`src/rtl/bbox_overlay.sv`:
```
// Draws up to N_BOX rectangle outlines over a pixel stream; box set is double-buffered and swapped at frame start.
// Latency: in_* to out_* is exactly 2 cycles, one pixel per clock, never stalls.
// Backpressure: box_wr_ready drops only in the commit cycle (and during reset); the pixel path has none.
module bbox_overlay #(
    parameter int N_BOX        = 4,
    parameter int THICK        = 2,
    parameter int VSYNC_ACTIVE = 0,
    localparam int IDX_W       = (N_BOX > 1) ? $clog2(N_BOX) : 1
) (
    input  logic             clk,
    input  logic             reset_n,
    input  logic [9:0]       in_x,
    input  logic [9:0]       in_y,
    input  logic             in_vde,
    input  logic             in_hsync,
    input  logic             in_vsync,
    input  logic [7:0]       in_red,
    input  logic [7:0]       in_green,
    input  logic [7:0]       in_blue,
    input  logic             box_wr_valid,
    output logic             box_wr_ready,
    input  logic [IDX_W-1:0] box_wr_idx,
    input  logic             box_wr_en,
    input  logic [9:0]       box_x0,
    input  logic [9:0]       box_y0,
    input  logic [9:0]       box_x1,
    input  logic [9:0]       box_y1,
    input  logic [23:0]      box_color,
    output logic [9:0]       out_x,
    output logic [9:0]       out_y,
    output logic             out_vde,
    output logic             out_hsync,
    output logic             out_vsync,
    output logic [7:0]       out_red,
    output logic [7:0]       out_green,
    output logic [7:0]       out_blue,
    output logic             frame_tick
);

    typedef struct packed {
        logic        en;
        logic [9:0]  x0;
        logic [9:0]  y0;
        logic [9:0]  x1;
        logic [9:0]  y1;
        logic [23:0] color;
    } box_t;

    localparam logic       VS_ACT  = (VSYNC_ACTIVE != 0);
    localparam logic [9:0] THICK_W = 10'(THICK);

    box_t shadow_bank [N_BOX];
    box_t active_bank [N_BOX];
    box_t wr_box;
    logic prev_vsync;
    logic frame_start;
    logic wr_fire;

    // frame_tick and box_wr_ready are combinational from prev_vsync, in_vsync and reset_n,
    // so the tick lands in the commit cycle itself and both are forced low while in reset.
    assign frame_start  = (in_vsync == VS_ACT) && (prev_vsync != VS_ACT);
    assign frame_tick   = reset_n && frame_start;
    assign box_wr_ready = reset_n && !frame_start;
    assign wr_fire      = box_wr_valid && box_wr_ready;

    always_comb begin
        wr_box       = '0;
        wr_box.en    = box_wr_en;
        wr_box.x0    = box_x0;
        wr_box.y0    = box_y0;
        wr_box.x1    = box_x1;
        wr_box.y1    = box_y1;
        wr_box.color = box_color;
    end

    always_ff @(posedge clk or negedge reset_n) begin
        if (!reset_n) begin
            prev_vsync <= !VS_ACT;
            for (int i = 0; i < N_BOX; i++) begin
                shadow_bank[i] <= '0;
                active_bank[i] <= '0;
            end
        end else begin
            prev_vsync <= in_vsync;
            if (frame_start) begin
                for (int i = 0; i < N_BOX; i++) begin
                    active_bank[i] <= shadow_bank[i];
                end
            end
            if (wr_fire && (int'(box_wr_idx) < N_BOX)) begin
                shadow_bank[box_wr_idx] <= wr_box;
            end
        end
    end

    // Edge distances are only formed once the pixel is known to be inside the box, so no wrap.
    logic [N_BOX-1:0] hit_vec;
    logic [23:0]      hit_color;

    always_comb begin
        hit_vec   = '0;
        hit_color = '0;
        for (int i = N_BOX - 1; i >= 0; i--) begin
            if (active_bank[i].en &&
                in_x >= active_bank[i].x0 && in_x <= active_bank[i].x1 &&
                in_y >= active_bank[i].y0 && in_y <= active_bank[i].y1 &&
                (((in_x - active_bank[i].x0) < THICK_W) ||
                 ((active_bank[i].x1 - in_x) < THICK_W) ||
                 ((in_y - active_bank[i].y0) < THICK_W) ||
                 ((active_bank[i].y1 - in_y) < THICK_W))) begin
                hit_vec[i] = 1'b1;
                hit_color  = active_bank[i].color;
            end
        end
    end

    logic [9:0]       s1_x;
    logic [9:0]       s1_y;
    logic             s1_vde;
    logic             s1_hsync;
    logic             s1_vsync;
    logic [23:0]      s1_rgb;
    logic [N_BOX-1:0] s1_hit;
    logic [23:0]      s1_color;
    logic [23:0]      pix_rgb;

    // Winning colour is captured with the hit vector so a commit between stages cannot mix banks.
    always_ff @(posedge clk or negedge reset_n) begin
        if (!reset_n) begin
            s1_x     <= '0;
            s1_y     <= '0;
            s1_vde   <= 1'b0;
            s1_hsync <= 1'b0;
            s1_vsync <= 1'b0;
            s1_rgb   <= '0;
            s1_hit   <= '0;
            s1_color <= '0;
        end else begin
            s1_x     <= in_x;
            s1_y     <= in_y;
            s1_vde   <= in_vde;
            s1_hsync <= in_hsync;
            s1_vsync <= in_vsync;
            s1_rgb   <= {in_red, in_green, in_blue};
            s1_hit   <= hit_vec;
            s1_color <= hit_color;
        end
    end

    always_comb begin
        pix_rgb = '0;
        if (s1_vde) begin
            pix_rgb = (|s1_hit) ? s1_color : s1_rgb;
        end
    end

    always_ff @(posedge clk or negedge reset_n) begin
        if (!reset_n) begin
            out_x     <= '0;
            out_y     <= '0;
            out_vde   <= 1'b0;
            out_hsync <= 1'b0;
            out_vsync <= 1'b0;
            out_red   <= '0;
            out_green <= '0;
            out_blue  <= '0;
        end else begin
            out_x     <= s1_x;
            out_y     <= s1_y;
            out_vde   <= s1_vde;
            out_hsync <= s1_hsync;
            out_vsync <= s1_vsync;
            out_red   <= pix_rgb[23:16];
            out_green <= pix_rgb[15:8];
            out_blue  <= pix_rgb[7:0];
        end
    end

endmodule

```
`config.mk`:
```
export PLATFORM = sky130hd
export DESIGN_NAME = bbox_overlay
export DESIGN_NICKNAME = d
export VERILOG_FILES = /design/src/rtl/bbox_overlay.sv
export SDC_FILE = /design/constraint.sdc
export NUM_CORES = 1
export LEC_CHECK = 0
export CAP_MARGIN = 5
export CORE_MARGIN = 3
export CORE_UTILIZATION = 40
export CTS_BUF_LIST = sky130_fd_sc_hd__clkbuf_8
export DETAILED_ROUTE_END_ITERATION = 16
export GPL_TIMING_DRIVEN = 1
export SLEW_MARGIN = 10
export SYNTH_ARGS = -nofsm -noshare
export SYNTH_HDL_FRONTEND = slang
export SYNTH_SLANG_ARGS = --single-unit
```
`constraint.sdc`:
```
create_clock -name clk -period 5.7 [get_ports clk]
set_input_delay 0.855 -clock clk [delete_from_list [all_inputs] [get_ports clk]]
set_output_delay 0.855 -clock clk [all_outputs]
set_load 0.01 [all_outputs]
```
After elaboration in Yosys (flattened, before gate mapping)
Cells that the tools add are included.
{"block": "totals", "inputBits": 117, "word_cells": 169, "out_inout_bits": 49, "reg_bits": 643}
{"block": "op_classes", "n_bitwise": 2, "mux": 13, "add_sub_neg": 16, "n_reduce_logical": 39, "order_cmp": 34}
{"operator": "$bwmux 260", "n": 1}
{"operator": "$lt 10x2->1 const B", "n": 16}
{"operator": "$sub 10x10->10", "n": 16}
{"operator": "$mux 24", "n": 6}
{"operator": "$demux 65 s2", "n": 1}
{"operator": "$ge 10x10->1", "n": 8}
{"operator": "$le 10x10->1", "n": 8}
{"operator": "$mux 65", "n": 1}
{"operator": "$logic_and 1x1->1", "n": 25}
{"operator": "$logic_or 1x1->1", "n": 12}
{"operator": "$mux 1", "n": 4}
{"operator": "$reduce_or 4->1", "n": 1}
{"operator": "$ge 3x3->1 const B", "n": 1}
{"operator": "$lt 3x1->1 const B", "n": 1}
{"operator": "$not 2->3", "n": 1}
{"operator": "$logic_not 1->1", "n": 1}
{"operator": "$not 1->1", "n": 1}

Longest topological paths before layout
Gate-level depths: netlist (run 1).
{"block": "depth", "word_depth": 10, "depth_mapped": 15, "mapped_depth_nobuf": 14}

Least setup slack after synthesis (run 1)
Ideal clock, no wire load.
{"block": "synth_path", "path_kind": "input-to-reg", "start": "in in_x[1]", "end": "reg s1_color[16]", "stages": 13, "arrival_time_ns": 3.465, "required_ns": 5.573, "setup_slack_ns": 2.107, "path_cell_list": "inv_1 > ha_1 > nor2b_1 > o31a_1 > o31a_1 > o21a_1 > or4_1 > a211oi_2 > o21ai_1 > buf_6 > buf_6 > nor3_2 > a211oi_2"}
{"block": "synth_via", "elab_chain_len": 10, "word_cells_on_any_way": 60, "cone_classes": "8 x add/sub; 16 x order compare; 4 x mux; 32 x reduce/logical"}
{"element": "from (decl)", "line_no": "12", "source": "input logic [9:0] in_x,"}
{"element": "$sub 10x10->10 (tied with other cells)", "line_no": "107", "source": "(((in_x - active_bank[i].x0) < THICK_W) ||"}
{"element": "$lt 10x2->1 (tied with other cells)", "line_no": "107"}
{"element": "$logic_or 1x1->1 or $logic_and 1x1->1 (tied branches)", "line_no": "107, 105"}
{"element": "$logic_or 1x1->1 or $logic_and 1x1->1 (tied branches)", "line_no": "108, 105"}
{"element": "$logic_or 1x1->1 or $logic_and 1x1->1 (tied branches)", "line_no": "109, 106"}
{"element": "$logic_and 1x1->1", "line_no": "106", "source": "in_y >= active_bank[i].y0 && in_y <= active_bank[i].y1 &&"}
{"element": "$mux 24 (3 in series)", "line_no": "104", "source": "if (active_bank[i].en &&"}
{"element": "$mux 24 (*)", "line_no": "104"}
{"element": "named net hit_color[16]", "line_no": "98", "source": "logic [23:0] hit_color;"}
{"element": "to (signal assigned)", "line_no": "146", "source": "s1_color <= hit_color;"}
{"element": "to (decl)", "line_no": "124", "source": "logic [23:0] s1_color;"}
Mark *: on every way through the listed nets, which the timed path passes. The rest lies on a longest branch.
A chain may end at the register's enable or synchronous reset.

Worst setup path after layout (run 1)
{"block": "layout_path", "start": "in in_y[0]", "end": "reg s1_color[23]"}
{"block": "layout_via", "elab_chain_len": 9, "word_cells_on_any_way": 48, "cone_classes": "8 x add/sub; 16 x order compare; 4 x mux; 20 x reduce/logical"}
{"element": "from (decl)", "line_no": "13", "source": "input logic [9:0] in_y,"}
{"element": "$sub 10x10->10", "line_no": "109", "source": "((in_y - active_bank[i].y0) < THICK_W) ||"}
{"element": "$lt 10x2->1", "line_no": "109"}
{"element": "$logic_or 1x1->1", "line_no": "108", "source": "((active_bank[i].x1 - in_x) < THICK_W) ||"}
{"element": "$logic_or 1x1->1", "line_no": "109"}
{"element": "$logic_and 1x1->1", "line_no": "106"}
{"element": "$mux 24 (3 in series)", "line_no": "104"}
{"element": "$mux 24 (*)", "line_no": "104"}
{"element": "named net hit_color[23]", "line_no": "98"}
Marks and branches as above.

==> results of run 1 <==
through the flow:
step / hold slack, ns / area, um^2 / worst slack [ns]
floorplan: 0.331 / 31200 / 2.11
global placement: 0.332 / 34200 / 0.578
detailed placement: 0.335 / 34200 / 0.527
CTS: 0.347 / 36600 / 1.32
global route: 0.350 / 36600 / 1.00
finish: 0.346 / 36700 / 1.24
layout make-up:
| cell class | instances | area, um^2 | share of cell area (%) |
|---|---|---|---|
| antenna | 7 | 17.5 | 0.0478 |
| clock buffer | 142 | 1950 | 5.33 |
| clock inverter | 56 | 463 | 1.26 |
| inverter | 173 | 649 | 1.77 |
| multi-input combinational | 2086 | 14100 | 38.4 |
| sequential | 643 | 16100 | 43.9 |
| tap | 1030 | 1290 | 3.52 |
| timing repair buffer | 217 | 2100 | 5.73 |
worst paths after layout:
path | start | to | depth (start not counted)
setup / recovery | in_y[0] | s1_color[23] | 14
hold / removal | s1_x[1] | out_x[1] | 0
setup reg to reg | active_bank[157] | s1_color[5] | 10
hold reg to reg | s1_x[1] | out_x[1] | 0
max in group asynchronous | reset_n | active_bank[57] | 4
min in group asynchronous | reset_n | shadow_bank[34] | 2
state kept, by name, indices dropped and copies added (netlist names), 4 cells and up:
name,cells
active_bank,260
out_y,10
s1_x,10
out_green,8
out_blue,8
s1_hit,4
s1_rgb,24
out_x,10
s1_color,24
shadow_bank,260
s1_y,10
out_red,8
cell families after synthesis:
group,Yosys count
simple gates,1010
buf+inv,290
xor+xnor,52
compound gates,578
fa+ha+maj,176
mux,270
flops,643
where the power goes:
group / internal (W) / leakage [nW] / switching, W
registers: 0.00545 / 7.97 / 0.000484
clock network: 0.00252 / 1.36 / 0.00196
logic: 0.00149 / 7.75 / 0.00184
routing by layer:
layer,vias to the layer above,global-route usage [%],share of wire [%]
li1,10900,-,-
met1,11400,29.5,47
met2,584,31.5,45
met3,137,3.27,5.6
met4,2,7.24,2.8
met5,-,0,0.016
placed cells by master (no fill, tap or decap), drive strengths merged, types with 27 or more instances in the layout:
cell,count
a211oi,29
a21boi,30
a21oi,120
a31oi,32
buf,52
clkbuf,142
clkdlybuf4s50,164
dfrtp,642
ha,160
inv,208
mux2,261
nand2,688
nand3,37
nor2,89
nor3,51
o21a,27
o21ai,189
xor2,28
cells in the mapped netlist (11+ instances only):
cell / number / share of area [%]
a211oi_2: 22 / 0.88
a21boi_0: 28 / 0.67
a21o_1: 17 / 0.41
a21oi_1: 115 / 1.8
a31oi_1: 32 / 0.64
buf_2: 12 / 0.19
clkbuf_1: 95 / 1.1
dfrtp_1: 642 / 51
fa_1: 16 / 1.0
ha_1: 160 / 6.4
inv_1: 168 / 2.0
mux2_2: 261 / 9.4
nand2_1: 688 / 8.3
nand2b_1: 26 / 0.52
nand3_1: 37 / 0.59
nand4_1: 25 / 0.50
nor2_1: 89 / 1.1
nor2b_1: 18 / 0.36
nor3_1: 44 / 0.70
nor4_1: 15 / 0.30
o2111ai_1: 11 / 0.31
o211a_1: 24 / 0.77
o211ai_1: 15 / 0.36
o21a_1: 27 / 0.65
o21ai_0: 172 / 2.8
o21ai_1: 16 / 0.26
or3_1: 12 / 0.24
xnor2_1: 24 / 0.67
xor2_1: 28 / 0.78
critical path: cells and delay by family:
kind	cells	cell delay [ns]
compound gates	4	0.82
simple gates	4	1.25
buf+inv	4	1.52
fa+ha+maj	2	0.61
==> metrics.yaml, run 1 <==
synth_top_flop_cell: "dfrtp_1"
clockBufferDepth: 3
drive_above_1_share_pct: 16.5
die_h_um: 285
totalPowerFinal_w: 0.0137
setup_tns_ns: 0
overflow: 0
grt_max_degree: 180
grt_pass1_wl_um: 132000
finalClockSkew_ns: 0.0534
rrSetupSlack_ns: 1.90
path_clk_slew_ns: 0.06
worstMarginPinSlew_ns: 1.15
cp_slowest_stage_delay_ns: 0.63
grt_setup_unrepaired: "no"
antenna_found_initial: 11
gp_congestion: 0.877
path_cells: "clkdlybuf4s50_1 > inv_1 > ha_1 > inv_1 > fa_1 > or3_1 > o31ai_1 > nand4_1 > or4_1 > o211ai_2 > o21ai_2 > inv_2 > nor3_1 > a211oi_2"
drv_slew: 0
synth_seq_area_share_pct: 51.5
report.final.hold_viol_count: 0
drc: 0
cts_setup_buffers: 0
io_pins: 166
ir_drop_v: 0.000191
synth_xor_area_share_pct: 1.46
synth.distinct_cells: 83
synthAdderAreaFrac_pct: 7.43
num_vias: 23000
synth_mux_area_share_pct: 9.69
die_w_um: 285
num-nets-final: 3522
synth-compound-area-share_pct: 12.4
track_usage_pct: 20.5
cts_resized: 0
htreeDepth: 3
synthToLayoutAreaGrowth_pct: 17.3
synth_area_um2: 31200
min_period_over_period_pct: 78.3
ctsHoldBuffers: 1
drt-pass1-iter-count: 5
cts_tree: "built"
synth_cells: 3019
path_common_cell: "inv_1"
crit_path_end_kind: "flop"
drv_cap: 0
synth_simple_gate_area_share_pct: 13.9
startpoint_type: "primary input"
viasPerCell: 5.29
yosys_register_bits: 643
cts_buffers: 108
final_antenna_net_count: 0
clock-root-buffer: "clkbuf_8"
dp_cells: 4148
drtIter0Drc: 1737
cp.arrival_ns: 5.10
synth_nets: 3312
synth_top_family_by_area: "simple AND/OR/NAND/NOR gates"
slew_headroom_pct: 22.8
async_flop_share_pct: 100
setup_viol: 0
grt_pass1_vias: 22700
core_area_um2: 76700
port_buffers: 165
routedWlPerCell_um: 19.2
hp-class: "flop to flop"
clock_latency_ns: 0.73
outcome: "finished clean"
dp_hpwl_um: 57100
fillers: 7158
num_rows: 101
required_ns: 6.34
drt_wl_total_um: 83600
period_needed_ns: 4.46
p_leak_nw: 17.1
cts_num_sinks: 643
syn_area_per_cell_um2: 10.4
power_density_nw_per_um2: 375
path_max_fanout: 25
die_area_um2: 81500
finish.utilization_pct: 47.8
stdcell_count: 4354
slowest_stage: "or4_1"
initial_core_util_pct: 40.7
synth-edff-count: 0
critPathKind: "primary input to flop"
fmax_mhz: 224
ys_warn_count: 0
Note: power is estimated with default switching activity, not from simulation.
==> inputs of run 2 (changes only) <==
Clock period 5.7 ns to 4.15 ns, I/O delays scaled along.
==> run 2 against run 1 <==
Register-to-register slack got worse by 1.1 ns. Cell area increased by 2.1%. Clock-buffer cell count decreased by 11. Via count increased by 0.15%. Final cell count increased by 2.4%. Routed wire length decreased by 2.3%. Worst hold slack got worse by 0.0043 ns. Clock power increased by 27%. Sequential share of layout area decreased by 0.91 points. First-iteration DRC count decreased by 19%. Setup slack got worse by 0.89 ns. Utilization increased by 1.0 points. Critical endpoint is now s1_color[17].
==> metrics.yaml, run 2 (same netlist as run 1, synthesis figures left out) <==
finalClockSkew_ns: 0.0367  # -0.0167 ns
clockBufferDepth: 3  # unchanged
ctsHoldBuffers: 1  # unchanged
htreeDepth: 3  # unchanged
cts_resized: 0  # unchanged
fillers: 7102  # -0.78%
slew_headroom_pct: 35.0  # +12 points
core_area_um2: 76700  # unchanged
num_vias: 23100  # +0.15%
num-nets-final: 3636  # +3.2%
crit_path_end_kind: "flop"
drt_wl_total_um: 81700  # -2.3%
cp.arrival_ns: 4.42  # -0.68 ns
drt-pass1-iter-count: 6  # +1
grt_pass1_wl_um: 131000  # -0.28%
most-common-layout-cells: "nand2_1 (687), dfrtp_1 (642), mux2_2 (261)"
clock_latency_ns: 0.72  # about the same
initial_core_util_pct: 40.7  # unchanged
antenna_found_initial: 5  # -6
final_common_cell: "nand2_1"
ir_drop_v: 0.000256  # +34%
drive_above_1_share_pct: 18.8  # +2.3 points
drv_cap: 0  # unchanged
p_leak_nw: 17.6  # +3.2%
reg2reg_depth: 14  # +4
track_usage_pct: 20.2  # -0.32 points
final-seq-area_um2: 16100  # unchanged
grt_pass1_vias: 23000  # +1.4%
gp_congestion: 0.874  # -0.44%
drv_slew: 0  # unchanged
totalPowerFinal_w: 0.0186  # +36%
dp_hpwl_um: 55800  # -2.2%
stdcell_area_um2: 37400  # +2.1%
min_period_over_period_pct: 91.6
fmax_mhz: 263
die_area_um2: 81500  # unchanged
io_pins: 166  # unchanged
overflow: 0  # unchanged
path_max_fanout: 25  # unchanged
final_antenna_net_count: 0  # unchanged
routedWlPerCell_um: 18.3  # -4.6%
path_clk_slew_ns: 0.06  # about the same
port_buffers: 165  # unchanged
cts_tree: "built"
num_rows: 101  # unchanged
place_area_um2: 35200  # +2.9%
die_h_um: 285  # unchanged
largestRegisters: "active_bank: 260 flops, shadow_bank: 260 flops"
cts_setup_buffers: 0  # unchanged
setup_tns_ns: 0  # unchanged
outcome: "finished clean"
drc: 0  # unchanged
drtIter0Drc: 1406  # -19%
die_w_um: 285  # unchanged
holdPathStages: 1  # +1
grt_setup_unrepaired: "no"
cts_buffers: 108  # unchanged
required_ns: 4.77  # -1.57 ns
period_needed_ns: 3.80
grt_max_degree: 195  # +8.3%
viasPerCell: 5.17  # -2.2%
report.final.hold_viol_count: 0  # unchanged
startpoint_type: "primary input"
finish.utilization_pct: 48.8  # +1.0 points
cts_num_sinks: 643  # unchanged
worstMarginPinSlew_ns: 0.975  # -0.178 ns
clock-root-buffer: "clkbuf_8"
setup_viol: 0  # unchanged
synthToLayoutAreaGrowth_pct: 19.8
critPathKind: "primary input to flop"
hp-class: "primary input to flop"
power_density_nw_per_um2: 498  # +33%
multi_input_area_um2: 14100  # unchanged
## run 2: changes by cell type in the layout (fill, tap and decap cells not counted)
cell	before	now
buf_4	47	149
buf_12	4	16
inv_1	198	210
clkbuf_8	142	131
diode_2	7	2
inv_8	0	3
bufinv_16	6	4
clkinv_8	2	0
inv_6	2	0
inv_12	2	1
inv_16	1	0
## run 2: power breakdown
part	total [W]	switching, W	internal, W	leakage [nW]
clock	0.00571	0.00260	0.00311	1.29
sequential	0.00812	0.000626	0.00749	7.97
combinational	0.00482	0.00256	0.00226	8.36
total	0.0186	0.00579	0.0129	17.6
## run 2: cell type report
type / instances / area share [%]
clock inverters: 63 / 1.06
repair buffers: 331 / 8.30
multi-input cells: 2086 / 37.7
clock buffers: 131 / 4.82
flip-flops and latches: 643 / 43.0
diodes: 2 / 0.0134
inverters: 173 / 1.73
well taps: 1030 / 3.44
## run 2: critical path, cell delays in order
cell	delay (ns)
clkdlybuf4s50_1	0.39
buf_4	0.15
inv_1	0.22
buf_4	0.19
ha_1	0.16
inv_1	0.05
fa_1	0.40
xor2_1	0.17
a2111oi_0	0.40
o211ai_1	0.17
nor4_1	0.41
buf_4	0.18
a221oi_2	0.10
a21oi_4	0.20
buf_12	0.20
nand3_1	0.12
a211oi_2	0.25
## run 2: path summary, 6_finish.rpt
path	slack, ns	startpoint	to
max	0.35	in_y[0]	s1_color[17]
min	0.34	in_red[2]	s1_rgb[18]
max reg2reg	0.81	active_bank[89]	s1_color[17]
min reg2reg	0.34	s1_x[5]	out_x[5]
max in group asynchronous	1.87	reset_n	out_green[6]
min in group asynchronous	0.40	reset_n	active_bank[36]
## run 2: through the flow
step | std cells | hold slack (ns) | setup WS [ns]
2_1_floorplan | 3019 | 0.327 | 0.790
3_3_place_gp | 4262 | 0.332 | -0.312
3_5_place_dp | 4262 | 0.335 | -0.344
4_1_cts | 4457 | 0.277 | 0.399
5_1_grt | 4458 | 0.297 | 0.101
6_report | 4459 | 0.341 | 0.349
## run 2: routing by layer
| metal | wire [um] | up-vias | share of wire, % | global-route usage (%) |
|---|---|---|---|---|
| li1 | - | 11100 | - | - |
| met1 | 39200 | 11400 | 48 | 29.2 |
| met3 | 3460 | 119 | 4.2 | 3.22 |
| met4 | 1550 | 4 | 1.9 | 4.93 |
| met5 | 34 | - | 0.042 | 0 |
| met2 | 37500 | 444 | 46 | 31.9 |
==> inputs of run 3 (changes only) <==
Settings changed: CORE_UTILIZATION 40 to 29.
==> run 3 against run 2 <==
Register-to-register slack worse by 0.14 ns. Non-clock buffer count rose by 22. Via count increased by 0.96%. First-iteration DRC count grew 4.3%. Critical path depth is 2 lower. Sequential power is essentially flat. Flip-flop and latch count unchanged. Routed wire length grew 4.0%. Clock power is 6.3% higher.
==> metrics.yaml, run 3 (same netlist as run 1, synthesis figures left out) <==
gp_congestion: 0.868  # -0.58%
crit_path_end_kind: "flop"
worstMarginPinSlew_ns: 1.10  # +0.124 ns
clock-root-buffer: "clkbuf_8"
slew_headroom_pct: 26.7  # -8.3 points
worstReg2RegStart: "active_bank[184]"
critPathKind: "primary input to flop"
drtIter0Drc: 1466  # +4.3%
outcome: "finished clean"
most-common-layout-cells: "nand2_1 (687), dfrtp_1 (642), mux2_2 (261)"
drt_wl_total_um: 85000  # +4.0%
reg2reg_depth: 12  # -2
finalClockSkew_ns: 0.0755  # +0.0388 ns
overflow: 0  # unchanged
cts_buffers: 105  # -2.8%
drc: 0  # unchanged
setup_viol: 0  # unchanged
rrSetupSlack_ns: 0.67  # -0.14 ns
cp.arrival_ns: 4.35  # -0.07 ns
clock_latency_ns: 0.77  # +0.05 ns
path_clk_slew_ns: 0.06  # about the same
drv_cap: 0  # unchanged
grt_pass1_vias: 23700  # +3.0%
holdPathStages: 1  # unchanged
dp_cells: 4645  # +9.0%
routedWlPerCell_um: 17.5  # -4.4%
fmax_mhz: 270  # +2.6%
grt_setup_unrepaired: "no"
final_common_cell: "nand2_1"
met2_usage_pct: 24.7  # -7.2 points
holdCritStartpoint: "in_hsync"
core_area_um2: 106000  # +38%
clockBufferDepth: 3  # unchanged
port_buffers: 165  # unchanged
drive_above_1_share_pct: 19.8  # +0.94 points
viasPerCell: 4.80  # -7.2%
busiest_layer: "met2"
cts_num_sinks: 643  # unchanged
grt.met3_usage_pct: 3.22  # about the same
initial_core_util_pct: 29.4  # -11 points
num-nets-final: 3655  # +0.52%
die_w_um: 334  # +17%
reg2reg_to: "s1_color[0]"
stdcell_count: 4853  # +8.8%
period_needed_ns: 3.70  # -0.0980 ns
cts_tree: "built"
startpoint_type: "primary input"
largestRegisters: "active_bank: 260 flops, shadow_bank: 260 flops"
totalPowerFinal_w: 0.0191  # +2.6%
gr-usage-met1_pct: 20.3  # -8.9 points
final_antenna_net_count: 0  # unchanged
grt_pass1_wl_um: 135000  # +2.5%
drv_slew: 0  # unchanged
power_density_nw_per_um2: 499  # +0.22%
grt_max_degree: 201  # +3.1%
antenna_found_initial: 23  # +18
path_max_fanout: 10  # -60%
synthToLayoutAreaGrowth_pct: 22.6
io_pins: 166  # unchanged
min_period_over_period_pct: 89.2  # -2.4 points
required_ns: 4.79  # +0.02 ns
dp_hpwl_um: 59500  # +6.5%
ir_drop_v: 0.000309  # +21%
hold_end: "s1_hsync"
htreeDepth: 3  # unchanged
p_leak_nw: 17.8  # +0.91%
die_area_um2: 112000  # +37%
num_rows: 119  # +18%
num_vias: 23300  # +0.96%
holdWs_ns: 0.285  # -0.0558 ns
track_usage_pct: 15.2  # -5.0 points
die_h_um: 334  # +17%
report.final.hold_viol_count: 0  # unchanged
hp-class: "primary input to flop"
drt-pass1-iter-count: 5  # -1
==> run 3: cell count changes in the layout (fill, tap and decap cells not counted), sizes merged <==
cell,previous run,this run
buf,166,188
bufinv,4,5
clkbuf,131,138
clkinv,12,17
clkinvlp,1,4
diode,2,11
inv,219,205
==> run 3: cell type report <==
type | instances | area [um^2]
multi-input cells | 2086 | 14100
flip-flops and latches | 643 | 16100
inverters | 173 | 649
diodes | 11 | 27.5
repair buffers | 353 | 3330
clock buffers | 138 | 1900
well taps | 1391 | 1740
clock inverters | 58 | 482
fillers | 10700 | 67900
==> run 3: power by group <==
group	switching, W	internal (W)
clock network	0.00273	0.00334
registers	0.000653	0.00749
logic	0.00258	0.00232
==> run 3: metal layers <==
metal	vias to the layer above	routed length (um)
li1	11200	-
met1	11500	38900
met2	446	39500
met3	131	4370
met4	12	2150
met5	-	81
==> run 3: how the worst max path moves through the flow <==
stage,start,slack [ns],end,depth (start not counted)
2_1_floorplan,in_x[1],0.79,s1_color[16],13
3_3_place_gp,in_y[0],-0.28,s1_color[1],16
3_5_place_dp,in_y[0],-0.28,s1_color[0],16
4_1_cts,in_y[0],0.52,s1_color[0],16
5_1_grt,in_x[0],0.20,s1_color[2],16
6_report,in_x[0],0.45,s1_color[0],15
==> run 3: repair_timing <==
action | in CTS | in global routing
hold buffers | 1 | 0
hold endpoints to repair | 43 | 0
setup buffers | 0 | 0
gates resized for setup | 0 | 0
==> run 3: metrics by stage <==
stage                     cell area (um^2)  setup TNS (ns)  utilization (%)  setup WS (ns)
after floorplan                      31200               0                -          0.790
after global placement               35900           -5.24             33.8         -0.282
after detailed placement             35900           -5.89             33.8         -0.285
after CTS                            38300               0             36.1          0.522
after global routing                 38300               0             36.1          0.204
final                                38300               0             36.1          0.447
==> run 3: critical path, stage by stage <==
cell and delay, ns:
clkdlybuf4s50_1 0.45, buf_4 0.16, inv_1 0.09, ha_1 0.22, inv_1 0.07, fa_1 0.45
or4_1 0.53, a22oi_1 0.22, o2111ai_1 0.13, a21oi_1 0.29, buf_4 0.18, a211o_1 0.13
o21ai_4 0.11, and2_1 0.40, a211oi_2 0.25
